**config.mk**
```make
export PLATFORM = sky130hd
export DESIGN_NAME = wb_port_arbiter
export DESIGN_NICKNAME = d
export VERILOG_FILES = /design/src/rtl/wb_port_arbiter.sv
export SDC_FILE = /design/constraint.sdc
export NUM_CORES = 1
export LEC_CHECK = 0
export CAP_MARGIN = 20
export CORE_ASPECT_RATIO = 0.8
export CORE_MARGIN = 2
export CORE_UTILIZATION = 40
export CTS_CLUSTER_DIAMETER = 80
export DETAILED_ROUTE_END_ITERATION = 8
export PLACE_DENSITY_LB_ADDON = 0.1
export REMOVE_ABC_BUFFERS = 1
export SLEW_MARGIN = 5
export SYNTH_ARGS = -nofsm -noshare
export SYNTH_HDL_FRONTEND = slang
export SYNTH_SLANG_ARGS = --single-unit
```
**constraint.sdc**
```tcl
create_clock -name clk -period 5 [get_ports clk]
set_clock_uncertainty 0.15 [all_clocks]
set_input_delay 1.5 -clock clk [delete_from_list [all_inputs] [get_ports clk]]
set_output_delay 1.5 -clock clk [all_outputs]
set_load 0.01 [all_outputs]
```
**src/rtl/wb_port_arbiter.sv**
```systemverilog
// wb_port_arbiter: shares the single register-file write port between the
// main pipeline writeback (P) and the multi-cycle unit (M). P has fixed
// priority; a saturating wait counter forces a grant to M once it has lost
// STARVE_LIMIT consecutive cycles. The winning write is registered so the
// regfile sees exactly one clean write per cycle.
module wb_port_arbiter #(
  parameter int XLEN         = 32,
  parameter int RFIDX_WIDTH  = 5,
  parameter int ADDR_SIZE    = 32,
  parameter int STARVE_LIMIT = 4
) (
  input  logic                   clk,
  input  logic                   rstn,
  input  logic                   p_valid,
  output logic                   p_ready,
  input  logic [RFIDX_WIDTH-1:0] p_wa,
  input  logic [XLEN-1:0]        p_wd,
  input  logic [ADDR_SIZE-1:0]   p_pc,
  input  logic                   m_valid,
  output logic                   m_ready,
  input  logic [RFIDX_WIDTH-1:0] m_wa,
  input  logic [XLEN-1:0]        m_wd,
  input  logic [ADDR_SIZE-1:0]   m_pc,
  output logic                   rf_we,
  output logic [RFIDX_WIDTH-1:0] rf_wa,
  output logic [XLEN-1:0]        rf_wd,
  output logic [ADDR_SIZE-1:0]   rf_pc,
  output logic                   m_forced
);

  // Counter threshold in the counter's own 4-bit width.
  localparam logic [3:0] LIMIT_C = 4'(STARVE_LIMIT);

  logic                   grant_p_s;
  logic                   grant_m_s;
  logic                   xfer_s;
  logic [RFIDX_WIDTH-1:0] sel_wa_s;
  logic [XLEN-1:0]        sel_wd_s;
  logic [ADDR_SIZE-1:0]   sel_pc_s;

  logic [3:0]             wait_d,   wait_q;
  logic                   rf_we_d,  rf_we_q;
  logic [RFIDX_WIDTH-1:0] rf_wa_d,  rf_wa_q;
  logic [XLEN-1:0]        rf_wd_d,  rf_wd_q;
  logic [ADDR_SIZE-1:0]   rf_pc_d,  rf_pc_q;
  logic                   forced_d, forced_q;

  // Grant decision: P by default, M when alone or when starved; nothing in reset.
  always_comb begin
    grant_p_s = 1'b0;
    grant_m_s = 1'b0;
    if (!rstn) begin
      grant_p_s = 1'b0;
      grant_m_s = 1'b0;
    end else if (m_valid && (!p_valid || (wait_q >= LIMIT_C))) begin
      grant_m_s = 1'b1;
    end else if (p_valid) begin
      grant_p_s = 1'b1;
    end else begin
      grant_p_s = 1'b0;
      grant_m_s = 1'b0;
    end
  end

  assign p_ready = grant_p_s;
  assign m_ready = grant_m_s;
  assign xfer_s  = grant_p_s | grant_m_s;

  // Payload select from the winning source.
  always_comb begin
    sel_wa_s = p_wa;
    sel_wd_s = p_wd;
    sel_pc_s = p_pc;
    if (grant_m_s) begin
      sel_wa_s = m_wa;
      sel_wd_s = m_wd;
      sel_pc_s = m_pc;
    end else begin
      sel_wa_s = p_wa;
      sel_wd_s = p_wd;
      sel_pc_s = p_pc;
    end
  end

  // Starvation counter: counts cycles M waited behind P, saturating at the limit.
  always_comb begin
    wait_d = wait_q;
    if (!m_valid || grant_m_s) begin
      wait_d = 4'd0;
    end else if (grant_p_s && (wait_q < LIMIT_C)) begin
      wait_d = wait_q + 4'd1;
    end else begin
      wait_d = wait_q;
    end
  end

  // Output register next state: load on transfer, x0 writes consumed without we.
  always_comb begin
    rf_we_d  = 1'b0;
    rf_wa_d  = rf_wa_q;
    rf_wd_d  = rf_wd_q;
    rf_pc_d  = rf_pc_q;
    forced_d = 1'b0;
    if (xfer_s) begin
      rf_we_d  = (sel_wa_s != {RFIDX_WIDTH{1'b0}});
      rf_wa_d  = sel_wa_s;
      rf_wd_d  = sel_wd_s;
      rf_pc_d  = sel_pc_s;
      forced_d = grant_m_s & p_valid;
    end else begin
      rf_we_d  = 1'b0;
      forced_d = 1'b0;
    end
  end

  // State and output registers with asynchronous reset.
  always_ff @(posedge clk or negedge rstn) begin
    if (!rstn) begin
      wait_q   <= 4'd0;
      rf_we_q  <= 1'b0;
      rf_wa_q  <= {RFIDX_WIDTH{1'b0}};
      rf_wd_q  <= {XLEN{1'b0}};
      rf_pc_q  <= {ADDR_SIZE{1'b0}};
      forced_q <= 1'b0;
    end else begin
      wait_q   <= wait_d;
      rf_we_q  <= rf_we_d;
      rf_wa_q  <= rf_wa_d;
      rf_wd_q  <= rf_wd_d;
      rf_pc_q  <= rf_pc_d;
      forced_q <= forced_d;
    end
  end

  assign rf_we    = rf_we_q;
  assign rf_wa    = rf_wa_q;
  assign rf_wd    = rf_wd_q;
  assign rf_pc    = rf_pc_q;
  assign m_forced = forced_q;

endmodule

```
; ---- Word level (Yosys, flattened, before mapping)
; Cells that the tools add are included.
[totals]
wordCells = 31
out_inout_bits = 73
in_bits = 142
register_bits = 75
[op_classes]
n_lt_le_gt_ge = 2
add_sub_neg = 1
n_bitwise = 2
muxes = 12
reduce_logical = 8
[op_table]
columns = operator, n
row1 = $mux 32, 2
row2 = $mux 4, 2
row3 = $mux 1, 7
row4 = $mux 5, 1
row5 = $reduce_bool 5->1, 1
row6 = $add 4x1->4 const B, 1
row7 = $ge 4x3->1 const B, 1
row8 = $lt 4x3->1 const B, 1
row9 = $logic_and 1x1->1, 2
row10 = $logic_not 1->1, 2
row11 = $logic_or 1x1->1, 2
row12 = $reduce_bool 2->1, 1
row13 = $and 1x1->1, 1
row14 = $or 1x1->1, 1

; ---- Longest topological paths before layout
; Gate-level depths: netlist of the first run.
[depth]
word_depth = 8
depth_mapped = 6
ltp_nobuf = 3

; ---- Least setup slack after synthesis of the first run
; No wires, ideal clock.
[synth_timing]
path_kind = in2out
from = input port m_valid
to = output port m_ready
slack_ps = 1001
required_ps = 3350
arrival_time_ps = 2349
path_buffers = 3
path_stages = 6
path_cell_list = buf_2 nand2_1 or2_1 buf_4 buf_2 inv_1
[synth_via]
elab_chain_len = 3
[synth_lines]
columns = element, line_no
row1 = "start, declared", 19  ; input logic m_valid,
row2 = $logic_and 1x1->1, 55  ; end else if (m_valid && (!p_valid || (wait_q >= LIMIT_C))) begin
row3 = $mux 1, 55
row4 = $mux 1, 52  ; if (!rstn) begin
row5 = "end, declared", 20  ; output logic m_ready,
; Every way passes these cells.

; ---- Final worst setup path of the first run
[layout_timing]
from = input port p_valid
to = output port m_ready
[layout_via]
elab_chain_len = 5
[layout_lines]
columns = element, line_no
row1 = "start, declared", 14  ; input logic p_valid,
row2 = $logic_not 1->1, 55
row3 = $logic_or 1x1->1, 55
row4 = $logic_and 1x1->1, 55
row5 = $mux 1, 55
row6 = $mux 1, 52
; Every way passes these cells.

==> results of run 1 <==
## routing by layer
layer	global-route usage	share of wire
met1	0.280	0.40
met2	0.389	0.51
met3	0.0640	0.063
met4	0.0804	0.021
met5	0	0
## path summary, 6_finish.rpt
path | from | end | slack (ps) | depth (start not counted)
min | rf_wa[3] | rf_wa[3] | 380 | 1
min in group asynchronous | rstn | rf_wd[13] | 1050 | 2
max in group asynchronous | rstn | rf_wd[1] | 3060 | 3
min reg2reg | rf_wa[3] | rf_wa[3] | 380 | 1
max | p_valid | m_ready | 300 | 5
max reg2reg | wait_q[2] | rf_wd[6] | 3030 | 4
## flip-flops by register name (all words and copies together), names as in the netlist
register and cells:
rf_we 1, wait_q 4, rf_wa 5, rf_wd 32, m_forced 1, rf_pc 32
## final cells by class
class | count | area [µm²]
well taps | 112 | 140
clock inverters | 4 | 97.6
flip-flops and latches | 75 | 1880
clock buffers | 12 | 145
fillers | 671 | 2490
multi-input cells | 192 | 1470
repair buffers | 223 | 2240
inverters | 5 | 18.8
## cell families after synthesis
family,synth area share
buffers and inverters,0.0457
muxes,0.0771
adders and majority gates,0.00357
AOI/OAI and AO/OA,0.185
DFF,0.536
and+or+nand+nor,0.152
## through the flow
step                      instance area, µm²  instances  hold WS [ps]  total power, µW  worst slack [ps]
after floorplan                         3360        272           374              921              -736
after global placement                  5720        606           347             1250               319
after detailed placement                5720        606           354             1260               302
after CTS                               5960        622           384             1830               298
after global routing                    5990        623           399             1900               218
final                                   5990        623           380             1810               300
## power by group
| part | leakage (µW) | internal [µW] | switching (µW) |
|---|---|---|---|
| Clock | 0.000117 | 346 | 220 |
| Sequential | 0.000853 | 687 | 42.1 |
| Combinational | 0.00151 | 331 | 187 |
## placed cells by master (no fill, tap or decap), drive strengths merged, types with 3 or more instances in the layout
cell type / instances
o221a: 39
bufinv: 3
nand2b: 30
buf: 10
nor3b: 5
nor3: 28
nor2: 4
a21oi: 27
inv: 5
clkdlybuf4s50: 213
a221o: 3
or2b: 10
dfrtp: 75
mux2i: 27
clkbuf: 12
## critical path, stage by stage
cell,delay (ps)
clkdlybuf4s50_1,480
nor3b_4,190
or2_2,300
inv_1,60
clkdlybuf4s50_1,520
==> metrics.cfg, run 1 <==
[run_status]
status = complete, no violations

[synthesis]
syn_area_mm2 = 0.00350
synth_async_sr_flop_share = 1.00
ys_top_cells_by_count = dfrtp_1 (75), o221a_2 (34), nand2b_1 (30)
ys_ff_latch = 75
yosys.cell_types.count = 31
synth_top_area_share = 0.536
yosys-top-cells-area = dfrtp_1 (54%), o221a_2 (11%), mux2i_1 (7.7%)
synthFlopType = dfrtp_1
yosysMostFrequentCell = dfrtp_1
syn_area_per_cell_um2 = 11.7
ys_seq_area_frac = 0.536
synth_warnings = 0
synth_area_leader_cell = dfrtp_1
synthCells = 299
synth-edff-count = 0

[timing]
finalHoldViolations = 0
min_period_ps = 4700
setup_violations = 0
final.setup.tns_ps = 0
slew_headroom = 0.471
period_share = 0.940
grt_setup_unrepaired = no
drv_slew = 0
worst_slew_pin_slew_ps = 792
fmax_mhz = 213

[worst_setup_path]
worstSetupPathType = input pin to output port
crit_required_ps = 3350
worst_setup_path_end_kind = output port
crit_fanout = 4
crit_path_start_kind = input pin
cp.arrival_ps = 3050

[grt]
grt.total_usage = 0.228
grt_pass1_wl_mm = 16.8
antenna_found_initial = 0
overflow = 0
grt_pass1_vias = 3355
grt_start_max_net_pins = 83

[cells_and_area]
antennaDiodeCount = 0
nNetsFinal = 649
area_growth_syn_to_layout_pct = 71.0
drive_gt1_frac = 0.119
utilization = 0.706

[clock_network]
path_clk_slew_ps = 70
root_buffer = clkbuf_8
post_cts_buffers = 0
htree_num_levels = 3
cts_sinks = 75
post_cts_resized = 0
ctsHoldBuffers = 0
cts_max_path_buffers = 2
clk_latency_ps = 330
cts_tree = yes
cts_buffers = 9

[run]
drv_cap = 0

[place]
numPortBuffers = 214
place_hpwl_mm = 7.47
routabilityCongestion = 0.786

[pwr]
power.density_mw_per_mm2 = 303
leakage_uw = 0.00248
vdd_ir_drop_max_mv = 0.175

[drt]
drc_errors = 0
vias_per_cell = 5.24
dr.pass1.iters = 4
drt_iter0_drc = 168
vias = 3266
drt-total-wl_mm = 10.9
postRouteAntennaNets = 0
wl_per_cell_um = 17.5

[die]
fp.dieH_um = 87.7
core_area_mm2 = 0.00848
start_util = 0.413
die_area_mm2 = 0.00953
fp-row-count = 30
die_w_um = 109
ios = 215

[min_path]
min_path_type = register to register

(Power assumes the default switching activity.)
==> run 2: changes to the inputs <==
Settings changed: CELL_PAD_IN_SITES_DETAIL_PLACEMENT set to 1, CELL_PAD_IN_SITES_GLOBAL_PLACEMENT set to 1, CORE_UTILIZATION 40 to 29.
==> metrics.cfg, run 2 (synthesis results as in run 1) <==
[place]
dp_cells = 642  ; +5.9%
routabilityCongestion = 0.735  ; -6.5%
place_hpwl_mm = 8.72  ; +17%
place_ws_ps = 105  ; -197 ps
numPortBuffers = 214  ; unchanged

[clock_network]
cts_tree = yes
cts_sinks = 75  ; unchanged
root_buffer = clkbuf_16
cts_max_path_buffers = 2  ; unchanged
htree_num_levels = 3  ; unchanged
path_clk_slew_ps = 60  ; about the same
ctsHoldBuffers = 0  ; unchanged
cts_buffers = 9  ; unchanged
post_cts_resized = 0  ; unchanged
clk_latency_ps = 320  ; about the same
post_cts_buffers = 0  ; unchanged

[drt]
vias = 3290  ; +0.73%
vias_per_cell = 5.00  ; -4.6%
dr.pass1.iters = 4  ; unchanged
wl_per_cell_um = 19.1  ; +8.9%
drt-total-wl_mm = 12.6  ; +15%
postRouteAntennaNets = 0  ; unchanged
drt_iter0_drc = 91  ; -46%
drc_errors = 0  ; unchanged

[grt]
grt.total_usage = 0.194  ; -0.0336
grt_start_max_net_pins = 71  ; -14%
grt_pass1_vias = 3671  ; +9.4%
overflow = 0  ; unchanged
grt_pass1_wl_mm = 19.6  ; +16%
antenna_found_initial = 0  ; unchanged

[cells_and_area]
drive_gt1_frac = 0.124  ; +0.00416
most-common-layout-cells = clkdlybuf4s50_1 (213), dfrtp_1 (75), o221a_2 (34), nand2b_1 (30), nor3_1 (28)
layout_commonest_cell = clkdlybuf4s50_1
n_fill_cell = 1254  ; +87%
area_growth_syn_to_layout_pct = 73.9
instances_no_fill = 658  ; +5.6%
nNetsFinal = 648  ; -0.15%
antennaDiodeCount = 0  ; unchanged

[pwr]
power.density_mw_per_mm2 = 322  ; +6.5%
leakage_uw = 0.00251  ; +1.3%
vdd_ir_drop_max_mv = 0.161  ; -8.1%

[worst_setup_path]
path_common_cell = clkdlybuf4s50_1
regToRegEndpoint = rf_pc[25]
cp.arrival_ps = 3230  ; +180 ps
crit_chain = clkdlybuf4s50_1, nand2_1, or2_2, inv_1, clkdlybuf4s50_1
crit_path_start_kind = input pin
r2r_start = wait_q[2]
crit_path_end = m_ready
crit_start = m_valid
worstSetupPathType = input pin to output port
rrSetupSlack_ps = 2990  ; -40 ps
crit_fanout = 8  ; +4
worst_setup_path_end_kind = output port
cpMaxStageDelayCell = clkdlybuf4s50_1
cp_slowest_stage_delay_ps = 680  ; +160 ps
reg2reg_depth = 4  ; unchanged
crit_required_ps = 3350  ; about the same

[timing]
worst_slew_pin_slew_ps = 957  ; +165 ps
setup_ws_ps = 117  ; -182 ps
setup_violations = 0  ; unchanged
period_share = 0.977  ; +0.0365
drv_slew = 0  ; unchanged
finalHoldWorstSlack_ps = 364  ; -16.5 ps
min_period_ps = 4880  ; +182 ps
grt_setup_unrepaired = no
fmax_mhz = 205  ; -3.7%
slew_headroom = 0.360  ; -0.111
finalHoldViolations = 0  ; unchanged

[run_status]
status = complete, no violations

[die]
die_area_mm2 = 0.0130  ; +36%
fp-row-count = 35  ; +17%
fp.dieH_um = 102  ; +17%
die_w_um = 127  ; +17%
start_util = 0.301  ; -0.112
ios = 215  ; unchanged
core_area_mm2 = 0.0116  ; +37%

[min_path]
min_path_type = register to register
hold_path.startpoint = rf_wa[0]

[run]
drv_cap = 0  ; unchanged

[run 2: cell types whose count changed in the layout (fill, tap and decap cells not counted), sizes merged]
cell,previous run,this run
buf,10,9
bufinv,3,2
clkinvlp,1,0
clkinv,0,3
clkbuf,12,11
[run 2: critical path, delay by kind of cell]
family,cells,cell delay (ps)
buffers and inverters,3,1290
AND/OR/NAND/NOR,2,440
[run 2: routing by layer]
metal  GRT usage  share of wire
met5           0              0
met4      0.0626          0.016
met3      0.0560          0.058
met2       0.351           0.51
met1       0.226           0.41
[run 2: worst min-delay path by stage]
| stage | to | cells past startpoint |
|---|---|---|
| 2_1_floorplan | wait_q[1] | 2 |
| 3_3_place_gp | rf_wa[3] | 1 |
| 3_5_place_dp | rf_wa[0] | 1 |
| 4_1_cts | rf_wa[0] | 1 |
| 5_1_grt | rf_wa[0] | 1 |
| 6_report | rf_wa[0] | 1 |
[run 2: area by class of cell]
type,instances,area [µm²],area share
flip-flops and latches,75,1880,0.308
repair buffers,222,2200,0.361
inverters,5,18.8,0.00308
multi-input cells,192,1480,0.243
clock inverters,5,75.1,0.0123
well taps,148,185,0.0304
clock buffers,11,253,0.0415
[run 2: where the power goes]
group,total [µW],internal (µW),switching (µW)
Sequential,731,689,42.2
Clock,712,462,250
Combinational,521,329,192
[run 2: stage by stage]
step	power (µW)	TNS, ps	utilization	area (µm²)
after global placement	1260	0	0.495	5760
final	1960	0	0.523	6090
after CTS	2000	0	0.523	6090
after global routing	2060	0	0.523	6090
after detailed placement	1270	0	0.495	5760
after floorplan	921	-736	-	3360
